`config.mk`:
```
export PLATFORM = sky130hd
export DESIGN_NAME = match_timer_ctrl
export DESIGN_NICKNAME = d
export VERILOG_FILES = /design/src/rtl/pong_pkg.sv /design/src/rtl/bin2bcd8.sv /design/src/rtl/match_timer_ctrl.sv
export SDC_FILE = /design/constraint.sdc
export NUM_CORES = 1
export LEC_CHECK = 0
export BUFFER_PORTS_ARGS = -buffer_cell sky130_fd_sc_hd__buf_4
export CORE_MARGIN = 5
export CORE_UTILIZATION = 48
export CTS_CLUSTER_SIZE = 28
export DETAILED_ROUTE_END_ITERATION = 6
export GPL_TIMING_DRIVEN = 0
export PLACE_DENSITY = 0.75
export SLEW_MARGIN = 20
export SYNTH_ARGS = -nofsm -noshare
export SYNTH_HDL_FRONTEND = slang
export SYNTH_SLANG_ARGS = --single-unit
```
`constraint.sdc`:
```
create_clock -name clk -period 10.5 [get_ports clk]
set_input_delay 1.575 -clock clk [delete_from_list [all_inputs] [get_ports clk]]
set_output_delay 1.575 -clock clk [all_outputs]
set_load 0.005 [all_outputs]
```
`src/rtl/pong_pkg.sv`:
```
// pong_pkg: shared timer state type and display widths for the pong time-mode logic
package pong_pkg;
    localparam int TIME_W = 8;
    localparam int BCD_W = 4;
    typedef enum logic [1:0] {IDLE, RUN, PAUSE, DONE} timer_state_t;
endpackage

```
`src/rtl/bin2bcd8.sv`:
```
// bin2bcd8: combinational 8-bit binary to three BCD digits by double-dabble
module bin2bcd8
    import pong_pkg::*;
(
    input  logic [TIME_W-1:0]    bin,
    output logic [3*BCD_W-1:0]   bcd
);
    logic [TIME_W+3*BCD_W-1:0] s;
    always_comb begin
        s = (TIME_W+3*BCD_W)'(bin);
        for (int i = 0; i < TIME_W; i++) begin
            for (int d = 0; d < 3; d++)
                s[TIME_W+BCD_W*d +: BCD_W] = s[TIME_W+BCD_W*d +: BCD_W] > 4'd4 ? s[TIME_W+BCD_W*d +: BCD_W] + 4'd3 : s[TIME_W+BCD_W*d +: BCD_W];
            s = s << 1;
        end
    end
    assign bcd = s[TIME_W +: 3*BCD_W];
endmodule

```
`src/rtl/match_timer_ctrl.sv`:
```
// match_timer_ctrl: match countdown FSM with tick prescaler, registered BCD display value and end-of-match flags
module match_timer_ctrl
    import pong_pkg::*;
#(
    parameter int CLK_HZ   = 100_000_000,
    parameter int TICK_HZ  = 1,
    parameter int WARN_SEC = 5
) (
    input  logic                 clk,
    input  logic                 reset_n,
    input  logic [TIME_W-1:0]    max_time,
    input  logic                 start,
    input  logic                 pause,
    input  logic                 abort,
    output logic [TIME_W-1:0]    remaining,
    output logic [3*BCD_W-1:0]   bcd,
    output logic                 running,
    output logic                 paused,
    output logic                 expired,
    output logic                 warn,
    output logic                 game_over
);
    localparam int DIV  = CLK_HZ / TICK_HZ;
    localparam int PS_W = $clog2(DIV);
    timer_state_t state, state_n;
    logic [PS_W-1:0] ps, ps_n;
    logic [TIME_W-1:0] rem_n;
    logic [3*BCD_W-1:0] bcd_c;
    logic tick, last, go_n, warn_n;
    assign tick = state == RUN && ps == PS_W'(DIV - 1);
    assign last = tick && remaining == TIME_W'(1);
    // abort > start > pause > tick; a final tick wins over a coincident pause
    always_comb begin
        state_n = state;
        ps_n = ps;
        rem_n = remaining;
        go_n = 1'b0;
        if (abort) begin
            state_n = IDLE;
            ps_n = '0;
            rem_n = max_time;
        end else if (start) begin
            state_n = max_time == '0 ? DONE : RUN;
            ps_n = '0;
            rem_n = max_time;
            go_n = max_time == '0;
        end else if (state == IDLE) begin
            rem_n = max_time;
        end else if (state == PAUSE) begin
            state_n = pause ? RUN : PAUSE;
        end else if (state == RUN) begin
            ps_n = tick ? '0 : ps + 1'b1;
            rem_n = tick && remaining != '0 ? remaining - 1'b1 : remaining;
            state_n = last ? DONE : pause ? PAUSE : RUN;
            go_n = last;
        end
        warn_n = (state_n == RUN || state_n == PAUSE) && rem_n != '0 && rem_n <= TIME_W'(WARN_SEC);
    end
    always_ff @(posedge clk or negedge reset_n) begin
        if (!reset_n) begin
            state <= IDLE;
            ps <= '0;
            remaining <= '0;
            bcd <= '0;
            warn <= 1'b0;
            game_over <= 1'b0;
        end else begin
            state <= state_n;
            ps <= ps_n;
            remaining <= rem_n;
            bcd <= bcd_c;
            warn <= warn_n;
            game_over <= go_n;
        end
    end
    assign running = state == RUN;
    assign paused  = state == PAUSE;
    assign expired = state == DONE;
    bin2bcd8 u_bcd (.bin(remaining), .bcd(bcd_c));
endmodule
```
# Word-level counts from Yosys, hierarchy flattened
# Index checks and enable logic that the tools add are counted.
[totals]
out_inout_bits = 25
register_bits = 51
[classes]
add_sub_neg = 20
mux = 44
magnitude_cmp = 19
eq_ne = 9
n_reduce_logical = 12
[ops]
columns = ["operator", "n"]
rows = [
  ["$mux W27", 6],
  ["$gt A4 B3 Y1 const B", 15],
  ["$mux W4", 13],
  ["$mux W8", 6],
  ["$add A4 B2 Y4 const B", 11],
  ["$add A27 B1 Y27 const B", 1],
  ["$eq A27 B27 Y1 const B", 1],
  ["$mux W2", 9],
  ["$reduce_bool A8 Y1", 2],
  ["$mux W3", 5],
  ["$add A3 B2 Y3 const B", 4],
  ["$add A1 B2 Y3 const B", 3],
  ["$gt A1 B3 Y1 const B", 3],
  ["$eq A8 B1 Y1 const B", 1],
  ["$le A8 B3 Y1 const B", 1],
  ["$logic_not A8 Y1", 1],
  ["$sub A8 B1 Y8 const B", 1],
  ["$eq A2 B2 Y1 const B", 3],
  ["$ne A3 B3 Y1 const B", 2],
  ["$logic_and A1 B1 Y1", 5],
  ["$mux W1", 5],
  ["$eq A2 B1 Y1 const B", 2],
  ["$reduce_and A3 Y1", 1],
  ["$reduce_bool A3 Y1", 1],
  ["other kinds (2)", 2],
]

# Longest topological paths before layout
[depth]
ltp_word = 14
mapped_depth = 20
mapped_depth_nobuf = 19

# By module
# From an unflattened synthesis, not the netlist that was laid out.
[hier_totals]
hier_cells = 418
hier_area_um2 = 3714.8
[modules_own_cells]
columns = ["module", "area_each_um2", "seq_area_each_um2", "cells_per_inst", "instances"]
rows = [
  ["match_timer_ctrl", 2557.5, 1276.2, 261, 1],
  ["bin2bcd8", 1157.4, 0.0, 157, 1],
]

# Worst setup path before layout
# No wires, ideal clock.
[synth_path]
kind = "register to register"
startpoint = "register remaining[5]"
endpoint = "register bcd[4]"
stages_incl_launch_ff = 19
required_time_ps = 10372
path_buffers = 1
arrival_time_ps = 3877
setup_slack_ps = 6495
period_less_slack_ps = 4005
path_cell_list = "dfrtp_1 inv_1 ha_1 inv_1 ha_1 xor2_1 o21bai_1 o311a_1 clkbuf_1 nor2_1 a21oi_1 ha_1 inv_1 maj3_1 a221oi_1 xnor2_1 ha_1 nor2_1 mux2_1"
[synth_between]
elab_chain_cells = 10
[synth_lines]
columns = ["element", "line", "text"]
rows = [
  ["from (decl)", "match_timer_ctrl.sv:15", "output logic [TIME_W-1:0] remaining,"],
  ["from (signal assigned)", "match_timer_ctrl.sv:70", "remaining <= rem_n;"],
  ["$add A4 B2 Y4 or $gt A4 B3 Y1 (tied branches)", "bin2bcd8.sv:13", "s[TIME_W+BCD_W*d +: BCD_W] = s[TIME_W+BCD_W*d +: BCD_W] > 4'd4 ? s[TIME_W+BCD_W*d +: BCD_W] + 4'd3 : s[TIME_W+ ..."],
  ["$mux W4 *", "bin2bcd8.sv:13", ""],
  ["$add A4 B2 Y4 or $gt A4 B3 Y1 (tied branches)", "bin2bcd8.sv:13", ""],
  ["$mux W4 *", "bin2bcd8.sv:13", ""],
  ["$add A4 B2 Y4 or $gt A4 B3 Y1 (tied branches)", "bin2bcd8.sv:13", ""],
  ["$mux W4 *", "bin2bcd8.sv:13", ""],
  ["$gt A4 B3 Y1 or $add A4 B2 Y4 (tied branches)", "bin2bcd8.sv:13", ""],
  ["$mux W4 *", "bin2bcd8.sv:13", ""],
  ["$add A4 B2 Y4 or $gt A4 B3 Y1 (tied branches)", "bin2bcd8.sv:13", ""],
  ["$mux W4 *", "bin2bcd8.sv:13", ""],
  ["named net bcd_c[4]", "match_timer_ctrl.sv:28", "logic [3*BCD_W-1:0] bcd_c;"],
  ["to (signal assigned)", "match_timer_ctrl.sv:64", "bcd <= '0;"],
  ["to (signal assigned)", "match_timer_ctrl.sv:71", "bcd <= bcd_c;"],
  ["to (decl)", "match_timer_ctrl.sv:16", "output logic [3*BCD_W-1:0] bcd,"],
]
# The timed path passes the listed nets; every way through them passes the cells marked *.
# A chain may end at the register's enable or synchronous reset.

# Worst setup path in the final report
# Ends and elaborated chain as after synthesis.

==> results.md <==
| Quantity | Reported | Unit |
|:---|:---|:---|
| Result of the run | finished, final reports clean | - |
| Remaining antenna violation count after routing | 0 | - |
| Via count of the first global-routing pass | 2618 | - |
| Reported leakage power | 0.00159 | µW |
| Slew Limit Fails | 0 | - |
| Critical Path End Type | flip-flop | - |
| Largest fanout of any net on the critical path | 7 | - |
| Post-route worst setup slack | 5.90 | ns |
| Initial antenna violation count | 0 | - |
| Post-synthesis register bit count | 49 | - |
| Total number of placement rows | 29 | - |
| Hold-fix buffer count after cts | 0 | - |
| Number of remaining DRC errors | 0 | - |
| Routed via count divided by cell count | 5.84 | - |
| Worst voltage drop across the vdd grid | 101 | µV |
| Die X | 91.1 | µm |
| Setup crit start kind | flip-flop | - |
| RSZ-0062 raised after global routing | no | - |
| Sink count of the clock tree | 49 | - |
| Starting density of the core | 0.494 | - |
| Layout net count | 423 | - |
| Worst min path class | reg2reg | - |
| Die Footprint | 8300 | µm² |
| Starting DRT DRC Count | 161 | - |
| Crit path required time | 10.69 | ns |
| Cells along the critical path | inv_1 -> ha_1 -> inv_1 -> ha_1 -> xor2_1 -> o21ai_1 -> mux2i_1 -> nor2_1 -> a21oi_1 -> ha_1 -> inv_1 -> maj3_1 -> a221oi_1 -> xnor2_1 -> ha_1 -> nor2_1 -> mux2_1 | - |
| CTS-repair resized insts | 0 | - |
| # Max-Cap Violations | 0 | - |
| Sequential cell area fraction in the yosys report | 0.388 | - |
| Post-Syn Instances | 352 | - |
| Final setup viols | 0 | - |
| Number of library cell types mapped by synthesis | 66 | - |
| Crit-path most repeated cell | ha_1 | - |
| Count of buffers inserted at the top-level ports | 35 | - |
| Final min period | 4.60 | ns |
| Antenna diodes | 0 | - |
| Final-layout setup total negative slack | 0 | ns |
| Final Hold Slack | 0.490 | ns |
| Placed wire-length estimate | 5030 | µm |
| Wire length of the first global-routing pass | 12100 | µm |
| Clock slew at reported path FFs | 0.09 | ns |
| Postcts setup bufs | 0 | - |
| Via count | 2763 | - |
| Worst clock skew | 0.00398 | ns |
| Maximum clock path buffer count | 2 | - |
| Total power divided by cell area | 143 | nW/µm² |
| Number of detailed-routing iterations run before antenna repair | 4 | - |
| Area growth, synth to finish | 15.2 | % |
| Fraction of layout instances using a drive strength above 1 | 0.144 | - |
| CP Class | reg2reg | - |
| Fmax achieved | 0.217 | GHz |
| Final period utilization | 0.438 | - |
| Height of the die | 91.1 | µm |
| Pin count of the biggest net entering global routing | 50 | - |
| Arrival time worst endpoint | 4.80 | ns |
| Post-synthesis instance area | 3160 | µm² |
| All-layer global routing usage | 0.172 | - |
| Cell at the root of the clock tree | clkbuf_8 | - |
| Cell accounting for the most synthesized area | dfrtp_1 | - |
| Slowest Stage Delay on Critical Path | 0.54 | ns |
| Syn. warnings | 0 | - |
| Pre-CTS worst setup slack | 6.01 | ns |
| Insertion delay of the later-clocked pin in the worst-skew pair | 0.30 | ns |
| TritonCTS Buffers | 5 | - |
| Level count of the clock H-tree | 2 | - |
| Placeable core region | 6390 | µm² |
| Global route total overflow | 0 | - |
| TritonCTS clock tree | done | - |
| Pin slew with the least headroom to its limit | 0.707 | ns |
| Area share of the largest cell type after synthesis | 0.388 | - |
| Mean post-synth cell area | 8.97 | µm² |
| WL final | 6840 | µm |
| Critical path's slowest cell | mux2i_1 | - |
| Worst-case headroom to the max-slew limit | 0.521 | - |
| Final Hold Fails | 0 | - |
| Post-synth EDFFs | 0 | - |
| Last weighted congestion value of the routability-driven placer | 0.858 | - |
| Leading cell types by total area after synthesis | dfrtp_1 39%, ha_1 5.9%, xor2_1 4.7%, nor2_1 4.4%, nand2_1 4.2% | - |
| Proportion of register bits with asynchronous set or reset after synthesis | 1.00 | - |
| Ports placed on the boundary | 38 | - |
| Ys flop type | dfrtp_1 | - |
| Wire length per cell after detailed routing | 14.5 | µm |
[worst paths after layout]
kind,from,to,slack [ns],cells past startpoint
setup / recovery,remaining[5],bcd[4],5.90,17
hold / removal,ps[21],ps[21],0.49,1
setup reg to reg,remaining[5],bcd[4],5.90,17
hold reg to reg,ps[21],ps[21],0.49,1
max in group asynchronous,reset_n,ps[5],8.82,1
min in group asynchronous,reset_n,ps[26],1.27,1
[critical path: cells and delay by family, from the launching register on]
kind,cells,cell delay (ns)
AO/OA/AOI/OAI,3,0.72
buffers and inverters,3,0.31
XOR/XNOR,2,0.54
multiplexers,2,0.83
adder cells (fa/ha/maj),5,1.38
flip-flops,1,0.47
AND/OR/NAND/NOR,2,0.22
[report_power, final]
group | leakage, µW | internal [µW] | total, µW | switching (µW)
clock | 0.0000585 | 77.7 | 141 | 62.9
combinational | 0.000887 | 77.8 | 165 | 87.3
sequential | 0.000649 | 207 | 216 | 8.72
[synth_stat cells, types with 3 or more instances]
library cell  number
dfrtp_1           49
nor2_1            37
nand2_1           35
a21oi_1           18
o21ai_0           17
xor2_1            17
ha_1              15
inv_1             14
nand3_1           12
nand4_1           10
xnor2_1           10
nor3_1             9
clkbuf_1           7
a21o_1             5
mux2i_1            5
o21ai_1            5
and2_1             4
and3_1             4
buf_4              4
nor4_1             4
or3_1              4
a221o_1            3
nand2b_1           3
nand3b_1           3
nor2b_1            3
or4_1              3
[layout by cell type, fill, tap and decap left out, types with 4 or more instances in the layout]
master and instances:
nor3_1 9, nor4_1 4, inv_1 14, nor2_1 37
buf_4 39, xor2_1 17, clkbuf_1 8, clkbuf_8 6
ha_1 15, a21o_1 5, nand2_1 35, nand3_1 12
a21oi_1 18, or3_1 4, nand4_1 10, mux2i_1 5
dfrtp_1 49, o21ai_1 5, xnor2_1 10, and3_1 4
o21ai_0 17, and2_1 4
[state kept, by name, indices dropped and copies added (netlist names)]
| name | cells |
|---|---|
| bcd | 10 |
| game_over | 1 |
| ps | 27 |
| remaining | 8 |
| state | 2 |
| warn | 1 |
[cells by family (layout without fill, tap and decap cells)]
family                     count (synthesis)  count (layout)  synth area share
other                                      1               2           0.00119
AOI/OAI and AO/OA                         78              78             0.165
muxes                                      9               9            0.0301
and+or+nand+nor                          146             146             0.242
buffers and inverters                     26              69            0.0357
adders and majority gates                 16              16            0.0626
DFF                                       49              49             0.388
xor gates and xnor gates                  27              27            0.0749
[metal layers]
metal  track usage  wire length (µm)
met5             0                 0
met4        0.0550               116
met2         0.272              3160
met3        0.0339               374
met1         0.237              3200
[metrics by stage]
step / utilization / instances / area [µm²] / total power, µW
after floorplan: - / 353 / 3160 / 326
after global placement: 0.551 / 465 / 3520 / 379
final: 0.569 / 473 / 3640 / 522
after global routing: 0.569 / 473 / 3640 / 556
after CTS: 0.569 / 473 / 3640 / 526
after detailed placement: 0.551 / 465 / 3520 / 384
[cell type report]
type | count | area (µm²)
fill | 593 | 2750
multi-input combinational | 278 | 1820
sequential | 49 | 1230
timing repair buffer | 35 | 263
tap | 77 | 96.3
clock buffer | 7 | 86.3
buffer | 12 | 60.1
inverter | 14 | 52.6
clock inverter | 1 | 30.0
Note: power is estimated with default switching activity, not from simulation.
